[config.mk]
export PLATFORM = sky130hd
export DESIGN_NAME = ast_rr_pkt_mux
export DESIGN_NICKNAME = d
export VERILOG_FILES = /design/src/rtl/ast_rr_pkt_mux_pkg.sv /design/src/rtl/ast_rr_pkt_mux_rr_arb.sv /design/src/rtl/ast_rr_pkt_mux.sv
export SDC_FILE = /design/constraint.sdc
export NUM_CORES = 1
export LEC_CHECK = 0
export ABC_AREA = 1
export CAP_MARGIN = 20
export CORE_AREA = 2 2 155 157
export CTS_CLUSTER_SIZE = 12
export DETAILED_ROUTE_END_ITERATION = 6
export DIE_AREA = 0 0 157 159
export GPL_TIMING_DRIVEN = 1
export HOLD_SLACK_MARGIN = 0.03
export PLACE_DENSITY = 0.7
export SLEW_MARGIN = 20
export SYNTH_ARGS = -nofsm -noshare
export SYNTH_HDL_FRONTEND = slang
export SYNTH_HIERARCHICAL = 1
export SYNTH_SLANG_ARGS = --single-unit
[constraint.sdc]
create_clock -name clk_i -period 6.3 [get_ports clk_i]
set_input_delay 0.63 -clock clk_i [delete_from_list [all_inputs] [get_ports clk_i]]
set_output_delay 0.63 -clock clk_i [all_outputs]
set_load 0.05 [all_outputs]
[src/rtl/ast_rr_pkt_mux_pkg.sv]
// Shared definitions for the round-robin packet mux: FSM states, channel-width
// helper and the registered output beat layout.
package ast_mux_pkg;

  localparam int BEAT_DATA_MAX_W = 512;
  localparam int BEAT_CH_MAX_W   = 6;

  typedef enum logic {
    ST_ARB  = 1'b0,
    ST_LOCK = 1'b1
  } mux_state_e;

  // Sized for the widest supported configuration; the top slices its own widths out.
  typedef struct packed {
    logic [BEAT_DATA_MAX_W-1:0] data;
    logic                       sop;
    logic                       eop;
    logic [BEAT_CH_MAX_W-1:0]   channel;
  } out_beat_t;

  function automatic int clog2_min1(input int n);
    return (n <= 1) ? 1 : $clog2(n);
  endfunction

endpackage

[src/rtl/ast_rr_pkt_mux_rr_arb.sv]
// Combinational round-robin arbiter: first request strictly after i_last_idx, wrapping.
// Double-width vector {req, req masked above last} so one low-to-high scan covers the wrap.
module rr_arb
  import ast_mux_pkg::*;
#(
  parameter int REQ_NUM = 32
) (
  input  logic [REQ_NUM-1:0]                  i_req,
  input  logic [clog2_min1(REQ_NUM)-1:0]      i_last_idx,
  output logic [clog2_min1(REQ_NUM)-1:0]      o_grant,
  output logic                                o_any_grant
);

  localparam int IDX_W = clog2_min1(REQ_NUM);

  logic [REQ_NUM-1:0]   w_mask;
  logic [2*REQ_NUM-1:0] w_dbl;

  always_comb begin
    w_mask = '0;
    for (int i = 0; i < REQ_NUM; i++) begin
      w_mask[i] = (i > int'(i_last_idx));
    end
  end

  assign w_dbl = {i_req, i_req & w_mask};

  // Scanning downward lets the lowest set position win without a found flag.
  always_comb begin
    o_grant     = '0;
    o_any_grant = 1'b0;
    for (int i = 2*REQ_NUM-1; i >= 0; i--) begin
      if (w_dbl[i]) begin
        o_grant     = IDX_W'(i % REQ_NUM);
        o_any_grant = 1'b1;
      end
    end
  end

endmodule

[src/rtl/ast_rr_pkt_mux.sv]
// N-to-1 Avalon-ST round-robin mux, 1-cycle registered output, sink readies drop under backpressure.
// Packet locking is compiled in only when AST_RR_MUX_PKT_LOCK_EN is defined.
module ast_rr_pkt_mux
  import ast_mux_pkg::*;
#(
  parameter int IN_DIRS_CNT = 32,
  parameter int AST_SYMBOLS = 1,
  parameter int BYTE_W      = 8
) (
  input  logic                                              clk_i,
  input  logic                                              arst_i,
  input  logic [IN_DIRS_CNT-1:0][AST_SYMBOLS*BYTE_W-1:0]    ast_sink_data_i,
  input  logic [IN_DIRS_CNT-1:0]                            ast_sink_valid_i,
  input  logic [IN_DIRS_CNT-1:0]                            ast_sink_sop_i,
  input  logic [IN_DIRS_CNT-1:0]                            ast_sink_eop_i,
  output logic [IN_DIRS_CNT-1:0]                            ast_sink_ready_o,
  output logic [AST_SYMBOLS*BYTE_W-1:0]                     ast_source_data_o,
  output logic                                              ast_source_valid_o,
  output logic                                              ast_source_sop_o,
  output logic                                              ast_source_eop_o,
  output logic [clog2_min1(IN_DIRS_CNT)-1:0]                ast_source_channel_o,
  input  logic                                              ast_source_ready_i
);

  localparam int DATA_W = AST_SYMBOLS * BYTE_W;
  localparam int CH_W   = clog2_min1(IN_DIRS_CNT);

  logic                   w_pipe_rdy;
  logic                   w_accept;
  logic                   w_arb_any;
  logic                   w_any_grant;
  logic [CH_W-1:0]        w_arb_grant;
  logic [CH_W-1:0]        w_grant;
  logic [IN_DIRS_CNT-1:0] w_sink_rdy;
  logic [CH_W-1:0]        r_last_idx;
  logic                   r_src_vld;
  out_beat_t              r_beat;
  out_beat_t              w_beat_nxt;
  logic                   w_unused_pad;

  assign w_pipe_rdy = !r_src_vld || ast_source_ready_i;

  rr_arb #(
    .REQ_NUM    (IN_DIRS_CNT)
  ) u_rr_arb (
    .i_req      (ast_sink_valid_i),
    .i_last_idx (r_last_idx),
    .o_grant    (w_arb_grant),
    .o_any_grant(w_arb_any)
  );

`ifdef AST_RR_MUX_PKT_LOCK_EN
  mux_state_e      r_state;
  mux_state_e      w_state_nxt;
  logic [CH_W-1:0] r_lock_idx;
  logic [CH_W-1:0] w_lock_idx_nxt;

  always_ff @(posedge clk_i or posedge arst_i) begin
    if (arst_i) begin
      r_state    <= ST_ARB;
      r_lock_idx <= '0;
    end else begin
      r_state    <= w_state_nxt;
      r_lock_idx <= w_lock_idx_nxt;
    end
  end

  // A locked source keeps the grant even while idle; nothing preempts it.
  always_comb begin
    w_grant     = w_arb_grant;
    w_any_grant = w_arb_any;
    if (r_state == ST_LOCK) begin
      w_grant     = r_lock_idx;
      w_any_grant = 1'b1;
    end
  end

  always_comb begin
    w_state_nxt    = r_state;
    w_lock_idx_nxt = r_lock_idx;
    case (r_state)
      ST_ARB: begin
        if (w_accept && !ast_sink_eop_i[w_grant]) begin
          w_state_nxt    = ST_LOCK;
          w_lock_idx_nxt = w_grant;
        end
      end
      ST_LOCK: begin
        if (w_accept && ast_sink_eop_i[w_grant]) begin
          w_state_nxt = ST_ARB;
        end
      end
      default: w_state_nxt = ST_ARB;
    endcase
  end
`else
  assign w_grant     = w_arb_grant;
  assign w_any_grant = w_arb_any;
`endif

  assign w_accept = w_any_grant && w_pipe_rdy && ast_sink_valid_i[w_grant];

  always_comb begin
    w_sink_rdy = '0;
    if (w_any_grant && w_pipe_rdy && !arst_i) begin
      w_sink_rdy[w_grant] = 1'b1;
    end
  end

  assign ast_sink_ready_o = w_sink_rdy;

  always_comb begin
    w_beat_nxt         = '0;
    w_beat_nxt.data    = BEAT_DATA_MAX_W'(ast_sink_data_i[w_grant]);
    w_beat_nxt.sop     = ast_sink_sop_i[w_grant];
    w_beat_nxt.eop     = ast_sink_eop_i[w_grant];
    w_beat_nxt.channel = BEAT_CH_MAX_W'(w_grant);
  end

  // last_idx resets to the top input so input 0 is the first winner.
  always_ff @(posedge clk_i or posedge arst_i) begin
    if (arst_i) begin
      r_src_vld  <= 1'b0;
      r_beat     <= '0;
      r_last_idx <= CH_W'(IN_DIRS_CNT - 1);
    end else if (w_accept) begin
      r_src_vld  <= 1'b1;
      r_beat     <= w_beat_nxt;
      r_last_idx <= w_grant;
    end else if (ast_source_ready_i) begin
      r_src_vld  <= 1'b0;
    end
  end

  assign ast_source_valid_o   = r_src_vld;
  assign ast_source_data_o    = r_beat.data[DATA_W-1:0];
  assign ast_source_sop_o     = r_beat.sop;
  assign ast_source_eop_o     = r_beat.eop;
  assign ast_source_channel_o = r_beat.channel[CH_W-1:0];

  assign w_unused_pad = ^{r_beat.data >> DATA_W, r_beat.channel >> CH_W};

endmodule

# Word level (Yosys, flattened, before mapping)
# Index checks and enable logic that the tools add are counted.
# Widths: inputs -> output; s select.
[totals]
ff_bits = 21
latch_bits = 0
ram_bits = 0
romBits = 0
in_bits = 355
out_inout_bits = 48
word_cells = 189
memories = 0
[op_classes]
addsub = 0
mul = 0
n_div = 0
order_cmp = 33
n_eq_ne = 0
shift = 0
mux = 141
bitwise = 1
reduce_logical = 8
[op_table]
columns = ["op", "n"]
rows = [
  ["$mux 5", 64],
  ["$gt 5x5->1 const A", 16],
  ["$mux 1", 70],
  ["$bmux 8 s5", 1],
  ["$gt 4x5->1 const A", 8],
  ["$and 32x32->32", 1],
  ["$mux 32", 1],
  ["$gt 3x5->1 const A", 4],
  ["$bmux 1 s5", 3],
  ["$gt 2x5->1 const A", 2],
  ["$mux 8", 1],
  ["$lt 5x6->1 const B", 1],
  ["$demux 1 s5", 1],
  ["$ge 5x1->1 const B", 1],
  ["$gt 1x5->1 const A", 1],
  ["$logic_and 1x1->1", 4],
  ["$logic_not 1->1", 2],
  ["$reduce_bool 2->1", 1],
  ["$logic_or 1x1->1", 1],
]

# Longest topological paths before layout
# Gate-level depths: netlist (run 1).
[logic_depth]
word_depth = 69
mapped_depth = 74
mapped_depth_nobuf = 71

# By module
# The synthesis (run 1) kept the hierarchy.
[by_module_without_submodules]
columns = ["mod", "n_inst", "cells_per_inst", "area_each_um2"]
rows = [
  ["ast_rr_pkt_mux", 1, 1167, 5042.3],
  ["rr_arb", 1, 280, 1360.1],
]

# Worst setup path after synthesis (run 1)
# Ideal clock, no wire load.
[synth_timing]
path_kind = "input to output"
from = "input port ast_sink_valid_i[30]"
to = "output port ast_sink_ready_o[11]"
t_arrival_ps = 4591
t_required_ps = 5670
path_slack_ps = 1079
cell_stages = 65
cell_sequence = "inv_1 > nand2_1 > nand2_1 > nand2_1 > nand2_1 > nand2_1 > nand2_1 > nand2_1 > nand2_1 > nand2_1 > nand2_1 > nand2_1 > nand2_1 > nand2_1 > nand2_1 > nand2_1 > nand2_1 > nand2_1 > [... 29 more ...] > nand2_1 > nand2_1 > nand2_1 > nand2_1 > nand2_1 > nand2_1 > nand2_1 > nand2_1 > nand2_1 > nand2_1 > nand2_1 > nand2_1 > buf_6 > buf_4 > buf_6 > buf_2 > nand3_1 > nor2_1"
[synth_via]
elab_chain_len = 68
word_cells_on_any_way = 135
cone_classes = "order compare (2); mux (129); bitwise (1); reduce/logical (3)"
[synth_rtl]
columns = ["item", "line_no", "source"]
rows = [
  ["start, declared", "ast_rr_pkt_mux.sv:13", "input logic [IN_DIRS_CNT-1:0] ast_sink_valid_i,"],
  ["$mux 5 (32 in series)", "ast_rr_pkt_mux_rr_arb.sv:33", "if (w_dbl[i]) begin"],
  ["$mux 5 * (31 in series)", "ast_rr_pkt_mux_rr_arb.sv:33", ""],
  ["via w_arb_grant[0]", "ast_rr_pkt_mux.sv:32", "logic [CH_W-1:0] w_arb_grant;"],
  ["$lt 5x6->1 (implied by the code) / $ge 5x1->1 (equally long branches)", "ast_rr_pkt_mux.sv:106", "w_sink_rdy[w_grant] = 1'b1;"],
  ["$logic_and 1x1->1 (implied by the code)", "ast_rr_pkt_mux.sv:106", ""],
  ["$mux 1 (implied by the code)", "ast_rr_pkt_mux.sv:106", ""],
  ["$demux 1 s5 *", "ast_rr_pkt_mux.sv:106", ""],
  ["$mux 32 *", "ast_rr_pkt_mux.sv:105", "if (w_any_grant && w_pipe_rdy && !arst_i) begin"],
  ["end, declared", "ast_rr_pkt_mux.sv:16", "output logic [IN_DIRS_CNT-1:0] ast_sink_ready_o,"],
]
# The timed path passes the listed nets; every way through them passes the cells marked *.

# Worst setup path in the final report (run 1)
[layout_timing]
from = "input port ast_sink_valid_i[31]"
to = "output port ast_sink_ready_o[21]"
[layout_via]
elab_chain_len = 69
word_cells_on_any_way = 137
cone_classes = "order compare (2); mux (131); bitwise (1); reduce/logical (3)"
[layout_rtl]
columns = ["item", "line_no"]
rows = [
  ["$mux 5 (32 in series)", "ast_rr_pkt_mux_rr_arb.sv:33"],
  ["$mux 5 * (32 in series)", "ast_rr_pkt_mux_rr_arb.sv:33"],
  ["via w_arb_grant[0]", "ast_rr_pkt_mux.sv:32"],
  ["$lt 5x6->1 (implied by the code) / $ge 5x1->1 (equally long branches)", "ast_rr_pkt_mux.sv:106"],
  ["$logic_and 1x1->1 (implied by the code)", "ast_rr_pkt_mux.sv:106"],
  ["$mux 1 (implied by the code)", "ast_rr_pkt_mux.sv:106"],
  ["$demux 1 s5 *", "ast_rr_pkt_mux.sv:106"],
  ["$mux 32 *", "ast_rr_pkt_mux.sv:105"],
]
# Marks and branches as above.

==> reports/metrics.cfg, run 1 <==
[worst_setup_path]
worstPathArrival_ns = 5.02
path_class = in2out
crit_path_start_kind = input pin
endpoint_kind = output port
cp_max_fo = 8
cp.buffers_inverters = 2
path_delay_family = simple AND/OR/NAND/NOR gates
critPathMaxStageDelay_ns = 0.55
timing.critical_path.mode_cell = nand2_1
slowest_stage = clkdlybuf4s50_1
worstPathRequired_ns = 5.67

[cts]
clock_latency_ns = 0.26
cts_tree = yes
cts_max_level = 1
clock_sinks = 21
cts_root_buffer = clkbuf_16
cts_setup_buffers = 0
post_cts_resized = 0
clkTransAtPathRegs_ns = 0.06
cts_max_path_buffers = 2
numCtsBuffers = 3
ctsHoldBuffers = 0

[finish]
final_nets = 2153
stdcell_count = 2118
syn2layout_area_growth_pct = 72.8
design_area_um2 = 11100
final_core_util_pct = 47.7
final_layout_size_suffix_gt1_share_pct = 5.79
fill_cells = 2578

[logic_synthesis]
synth-xor-area-share_pct = 0
synth_area_um2 = 6400
yosys.area.top_type_share_pct = 62.3
synth-compound-area-share_pct = 3.62
synth_adder_area_share_pct = 0
synth_seq_cells = 21
yosys-mux-area-fraction_pct = 0
synth.area.top_cells = nand2_1, dfrtp_1, nor2_1, inv_1, bufinv_8
syn_avg_cell_area_um2 = 4.42
synth_simple_gate_area_share_pct = 73.5
synth_nets = 1802
ys_warn_count = 6
synth_cells = 1447
yosysTopAreaCell = nand2_1
ys_seq_area_share_pct = 8.31
yosysUniqueCellTypes = 33
synth_top_family_by_area = simple AND/OR/NAND/NOR gates

[place]
globalplace.congestion = 0.931
dp.cells = 2112
dpl_cell_area_um2 = 10900
dp.final_hpwl_um = 27900
port_buffers = 402

[grt]
gr-usage-all-layers_pct = 26.1
grt_use_met1_pct = 32.5
gr-total-overflow = 0
grt_start_max_net_pins = 102
grt_pass1_wl_um = 51300
grt_busiest_layer = met2
grt_pass1_vias = 9341
grt_use_met2_pct = 47.5
globalRouteMet3Util_pct = 2.48
antenna_found_initial = 2

[job]
drv_cap = 0

[timing]
setup_viol = 0
worst_pin_slew_ns = 0.995
rsz0062_at_grt = no
fin_skew_ns = 0.00426
fmax_mhz = 177
fin_crit_ns = 5.65
whs_ns = 0.480
timing.final.max_slew_violations = 0
tns_ns = 0
hold_viol = 0
fin_crit_sh_pct = 89.8
slew_headroom_pct = 33.3

[route]
routed_wl_um = 34400
drt-vias-per-instance = 4.61
dr.pass1.iters = 5
drtIter0Drc = 667
wire_per_inst_um = 16.2
num_vias = 9768
ant_nets = 0
drc_errors = 0

[pwr]
p_leak_uw = 0.00599
power_density_nw_per_um2 = 400
ir_drop_mv = 0.514

[floorplanning]
initial_core_util_pct = 27.6
rows = 56
dieArea_um2 = 25000
die_y_um = 159
core_area_um2 = 23200
io_pins = 403
die_w_um = 157

[worst_hold_path]
min_path_type = reg2reg

[run_status]
outcome = completed

-- flip-flops by register name, indices dropped and copies added (netlist names) --
name,flops
r_last_idx,5
ast_source_valid_o,1
ast_source_eop_o,1
ast_source_data_o,8
ast_source_channel_o,5
ast_source_sop_o,1
-- area by class of cell --
| class | count | area [µm²] | share of cell area, % |
|---|---|---|---|
| clock buffer | 3 | 75.1 | 0.679 |
| sequential | 21 | 532 | 4.81 |
| inverter | 91 | 504 | 4.56 |
| tap | 319 | 399 | 3.61 |
| clock inverter | 1 | 7.51 | 0.0679 |
| multi-input combinational | 1263 | 5020 | 45.4 |
| antenna | 2 | 5.00 | 0.0452 |
| timing repair buffer | 418 | 4510 | 40.8 |
-- worst paths after layout --
kind,start,end,slack (ns),cells past startpoint
worst max-delay path,ast_sink_valid_i[31],ast_sink_ready_o[21],0.65,62
worst min-delay path,ast_source_data_o[1],ast_source_data_o[1],0.48,2
worst max register to register,r_last_idx[4],ast_source_channel_o[2],1.79,27
worst min register to register,ast_source_data_o[1],ast_source_data_o[1],0.48,2
max in group asynchronous,arst_i,ast_source_channel_o[4],4.92,2
min in group asynchronous,arst_i,ast_source_valid_o,0.87,2
-- power breakdown --
group / total, µW / internal [µW] / switching, µW
combinational: 4020 / 1290 / 2730
sequential: 269 / 207 / 61.5
clock: 139 / 86.1 / 53.0
-- worst min-delay path, stage by stage, from the launching register on --
cell and delay [ns]:
dfrtp_1 0.34, nand2_1 0.06, nand2_1 0.05
-- per-stage QoR --
stage,setup WS (ns),total power (µW)
2_1_floorplan,1.08,3120
5_1_grt,0.0384,4920
4_1_cts,0.552,4430
6_report,0.645,4420
3_3_place_gp,0.535,4270
3_5_place_dp,0.480,4280
-- layout by cell type (no fill, tap or decap), types with 3 or more instances in the layout --
cell,count
a21oi_1,9
buf_12,36
buf_4,12
bufinv_8,11
clkbuf_16,3
clkdlybuf4s50_1,370
dfrtp_1,16
dfstp_2,5
inv_1,64
inv_2,10
nand2_1,1061
nand2_4,3
nand3_1,29
nand4_1,5
nor2_1,101
nor3_1,9
nor3_2,7
nor4_1,3
o211ai_1,4
o21ai_1,10
o311ai_1,3
-- synthesized netlist by cell type (all sizes together) --
| cell type | count |
|---|---|
| a211oi | 1 |
| o311ai | 3 |
| nand4 | 5 |
| nor4 | 3 |
| clkbuf | 10 |
| nand3 | 31 |
| clkinv | 3 |
| nor2 | 103 |
| a31oi | 2 |
| inv | 77 |
| nand2 | 1066 |
| nor3 | 17 |
| dfrtp | 16 |
| a21oi | 11 |
| buf | 62 |
| bufinv | 11 |
| o21ai | 12 |
| a311oi | 2 |
| a22oi | 1 |
| a21boi | 1 |
| and3 | 1 |
| dfstp | 5 |
| o211ai | 4 |
-- kinds of logic (layout without fill, tap and decap cells) --
group	after synthesis	count (layout)
flip-flops	21	21
AO/OA/AOI/OAI	37	37
AND/OR/NAND/NOR	1226	1226
buffers and inverters	163	513
other	0	2
-- layer usage --
metal / vias up / routed length [µm]
met5: - / 0
met2: 395 / 17200
met3: 55 / 2000
met1: 4302 / 14200
li1: 5016 / -
met4: 0 / 887
Note: power is estimated with default switching activity, not from simulation.
==> run 2: changes to the inputs <==
==> constraint.sdc (replaced) <==
create_clock -name clk_i -period 6.3 [get_ports clk_i]
set_input_delay 1.26 -clock clk_i [delete_from_list [all_inputs] [get_ports clk_i]]
set_output_delay 1.26 -clock clk_i [all_outputs]
set_load 0.05 [all_outputs]
==> reports/metrics.cfg, run 2 (synthesized netlist as in run 1, its figures left out) <==
[cts]
cts_root_buffer = clkbuf_16
clock_sinks = 21
clkTransAtPathRegs_ns = 0.06
numCtsBuffers = 3
clock_latency_ns = 0.25
cts_max_level = 1
cts_max_path_buffers = 2
cts_tree = yes

[worst_setup_path]
crit_path_start_kind = input pin
endpoint_kind = output port
cp_max_fo = 8
slowest_stage = nand3_4
worstPathRequired_ns = 5.04
critPathMaxStageDelay_ns = 0.23
path_class = in2out
worstPathArrival_ns = 4.97
timing.critical_path.mode_cell = nand2_1

[pwr]
power_density_nw_per_um2 = 408
power_uw = 4730
swShare_pct = 63.8
seq_power_share_pct = 5.4
p_sw_uw = 3020
p_clk_share_pct = 2.9
p_leak_uw = 0.00622
pwr-share-comb_pct = 91.7
intPower_uw = 1710
ir_drop_mv = 0.439

[route]
drc_errors = 0
dr.pass1.iters = 5
wire_per_inst_um = 16.2
routed_wl_um = 34800
drtIter0Drc = 724
num_vias = 9715
ant_nets = 0
drt-vias-per-instance = 4.53

[timing]
rsz0062_at_grt = yes
hold_viol = 0
slew_headroom_pct = 30.3
worst_pin_slew_ns = 1.05
fin_crit_sh_pct = 98.9
timing.final.max_slew_violations = 0
fin_crit_ns = 6.23
fin_skew_ns = 0.00211
setup_viol = 0
fmax_mhz = 161
postLayoutSetupSlackWorst_ns = 0.0717
tns_ns = 0

[finish]
mostFrequentLayoutCells = nand2_1, clkdlybuf4s50_1, nor2_1
multi_input_area_um2 = 5290
register_area_um2 = 532
design_area_um2 = 11600
layout_commonest_cell = nand2_1
final_layout_size_suffix_gt1_share_pct = 9.43
largest_register_ff_count = 8
final_nets = 2179
fill_cells = 2503
syn2layout_area_growth_pct = 81.2
stdcell_count = 2144

[place]
dpl_cell_area_um2 = 11100
globalplace.congestion = 0.926
dp.cells = 2133
dpl_worst_slack_ns = -0.294
dp.final_hpwl_um = 27100
port_buffers = 402

[floorplanning]
initial_core_util_pct = 27.6
dieArea_um2 = 25000
rows = 56
io_pins = 403
die_w_um = 157
die_y_um = 159
core_area_um2 = 23200

[job]
drv_cap = 0

[grt]
gr-total-overflow = 0
gr-usage-all-layers_pct = 26.3
grt_pass1_vias = 9451
antenna_found_initial = 2
grt_start_max_net_pins = 132
grt_pass1_wl_um = 51600

[run_status]
outcome = completed

[worst_hold_path]
min_path_type = reg2reg

## run 2: cell types whose count changed in the layout (fill, tap and decap cells not counted), sizes merged
| cell | delta |
|---|---|
| clkinvlp | -1 |
| clkdlybuf4s50 | -12 |
| clkbuf | +4 |
| dlymetal6s2s | +6 |
| clkinv | +1 |
| dlygate4sd2 | +1 |
| buf | +27 |
## run 2: layout make-up
type                    count  area share, %
multi-input cells        1263           45.6
repair buffers            444           41.3
flip-flops and latches     21           4.58
inverters                  91           4.37
well taps                 319           3.44
clock buffers               3          0.647
clock inverters             1         0.0431
diodes                      2         0.0431
## run 2: final timing paths
kind	startpoint	slack, ns	to	cells after the start
setup / recovery	ast_sink_valid_i[30]	0.07	ast_sink_ready_o[10]	64
hold / removal	ast_source_data_o[0]	0.47	ast_source_data_o[0]	2
setup reg to reg	r_last_idx[4]	1.91	ast_source_channel_o[1]	45
hold reg to reg	ast_source_data_o[0]	0.47	ast_source_data_o[0]	2
max in group asynchronous	arst_i	4.28	ast_source_data_o[7]	2
min in group asynchronous	arst_i	1.50	ast_source_channel_o[0]	2
## run 2: layer usage
metal	vias to the layer above	part of all wire, %	track usage (%)
met2	375	51	48.6
li1	5072	-	-
met4	0	1.8	5.75
met3	36	5.8	2.50
met5	-	0	0
met1	4232	41	32.5
## run 2: through the flow
step / hold WS (ns) / utilization, %
6_report: 0.468 / 50.0
5_1_grt: 0.504 / 50.0
4_1_cts: 0.474 / 48.9
3_5_place_dp: 0.459 / 47.9
3_3_place_gp: 0.456 / 47.9
2_1_floorplan: 0.441 / -
## run 2: power by group through the flow
stage / clock network [µW] / registers (µW) / logic [µW]
after floorplan: 0 / 386 / 2730
after global placement: 0 / 258 / 4080
after detailed placement: 0 / 258 / 4090
after CTS: 139 / 257 / 4170
after global routing: 144 / 265 / 4850
final: 137 / 256 / 4340
## run 2: repair_timing
action | CTS | global route
gates resized for setup | 55 | 57
buffers inserted | 1 | 4
setup endpoints to repair | 32 | 53
pin swaps | 1 | 18
gates cloned | 0 | 2
hold buffers | 0 | 0
## run 2: worst max-delay path: cells and delay by family
kind	cells	cell delay [ns]
buffers and inverters	4	0.34
and+or+nand+nor	60	3.35
==> patch, RTL diff (settings of run 1) <==
Add a define of `AST_RR_MUX_PKT_LOCK_EN`.
--- a/src/rtl/ast_rr_pkt_mux.sv
+++ b/src/rtl/ast_rr_pkt_mux.sv
@@ -1,5 +1,7 @@
 // N-to-1 Avalon-ST round-robin mux, 1-cycle registered output, sink readies drop under backpressure.
 // Packet locking is compiled in only when AST_RR_MUX_PKT_LOCK_EN is defined.
+`define AST_RR_MUX_PKT_LOCK_EN
+
 module ast_rr_pkt_mux
   import ast_mux_pkg::*;
 #(
Behaviour: not the same (a bounded check fails within 4 cycles, from zero or initial values and one cycle with arst_i high).
==> patch against run 1 <==
  * Core utilization decreased by 0.14 points
  * Clock power increased by 5%
  * Setup slack got worse by 0.016 ns
  * Cell count decreased by 11%
  * Sequential cell count increased by 6
  * Synthesized area decreased by 10%
  * Routed wire length decreased by 6.7%
  * Total power increased by 16%
  * Synthesized cell count decreased by 18%
  * Final area decreased by 0.29%
==> patch: results <==
export IMPL_outcome="completed"
export IMPL_p_seq_mw=0.364
export IMPL_netSwitchingFraction=0.617
export IMPL_holdWs_ns=0.475
export IMPL_wl_met1_um=12300
export IMPL_peakVddDrop_mv=0.592
export IMPL_n_fill_cell=2423
export IMPL_seq_area_frac_synth=0.118
export IMPL_avgRoutedWirePerCell_um=16.9
export IMPL_vias=8866
export IMPL_min_from="r_lock_idx[2]$_DFFE_PP0P_"
export IMPL_comb_power_mw=4.64
export IMPL_place_gp_congestion=0.943
export IMPL_fin_nets=1929
export IMPL_p_switching_mw=3.17
export IMPL_antenna_found_initial=1
export IMPL_synth_cell_types=38
export IMPL_regArea_um2=682
export IMPL_setup_worst_path_start="ast_sink_valid_i[28]"
export IMPL_rrSetupSlack_ns=1.90
export IMPL_dp_worst_setup_slack_ns=0.297
export IMPL_wl_met3_um=2050
export IMPL_endpoint="ast_sink_ready_o[2]"
export IMPL_grt_pass1_wl_um=47700
export IMPL_cellLeakagePower_nw=4.99
export IMPL_grt_pass1_vias=8758
export IMPL_postSynthCellCount=1183
export IMPL_critical_path_arrival_ns=5.04
export IMPL_fmax_ghz=0.176
export IMPL_slew_headroom=0.178
export IMPL_use_met1=0.280
export IMPL_use_met2=0.460
export IMPL_drt_initial_drc_count=514
export IMPL_hold_end="r_lock_idx[2]$_DFFE_PP0P_"
export IMPL_dp_hpwl_um=26300
export IMPL_cts_max_path_buffers=2
export IMPL_wl_um=32100
export IMPL_use_met3=0.0348
export IMPL_clock_skew_ns=0.00533
export IMPL_grt_usage=0.245
export IMPL_yosys_top_cells_count="636 x nand2_1, 131 x nor2_1, 93 x inv_1, 82 x nand4_1, 27 x buf_2"
export IMPL_drive_above_1_share=0.110
export IMPL_synth_area_leaders="nand2_1 41%, dfrtp_1 9.6%, nand4_1 8.9%"
export IMPL_syn_num_nets=1538
export IMPL_dpl_cell_area_um2=10500
export IMPL_met2_length_um=16700
export IMPL_grt_max_degree=66
patch: cell count changes in the layout (fill, tap and decap cells not counted), sizes merged, moves of 23 or more:
cell,before,now
buf,48,71
nand2,1066,643
o21ai,12,50
inv,77,107
nand4,5,82
nor2,103,134
patch: cell type report:
class / instances / area share
diodes: 1 / 0.000227
clock buffers: 3 / 0.00681
clock inverters: 1 / 0.000454
inverters: 122 / 0.0566
multi-input cells: 979 / 0.411
flip-flops and latches: 27 / 0.0618
well taps: 319 / 0.0362
repair buffers: 441 / 0.427
patch: repair_timing:
action                                  in CTS  in global routing
resized for setup                            0                 91
endpoints found under the setup margin       0                 59
setup buffers                                0                 11
patch: cell families (layout without fill, tap and decap cells):
family                 count (synthesis)  count (layout)  synth area share
AOI/OAI and AO/OA                     78              78            0.0804
buffers and inverters                177             567             0.159
DFF                                   27              27             0.118
other                                  0               1                 0
and+or+nand+nor                      901             901             0.642
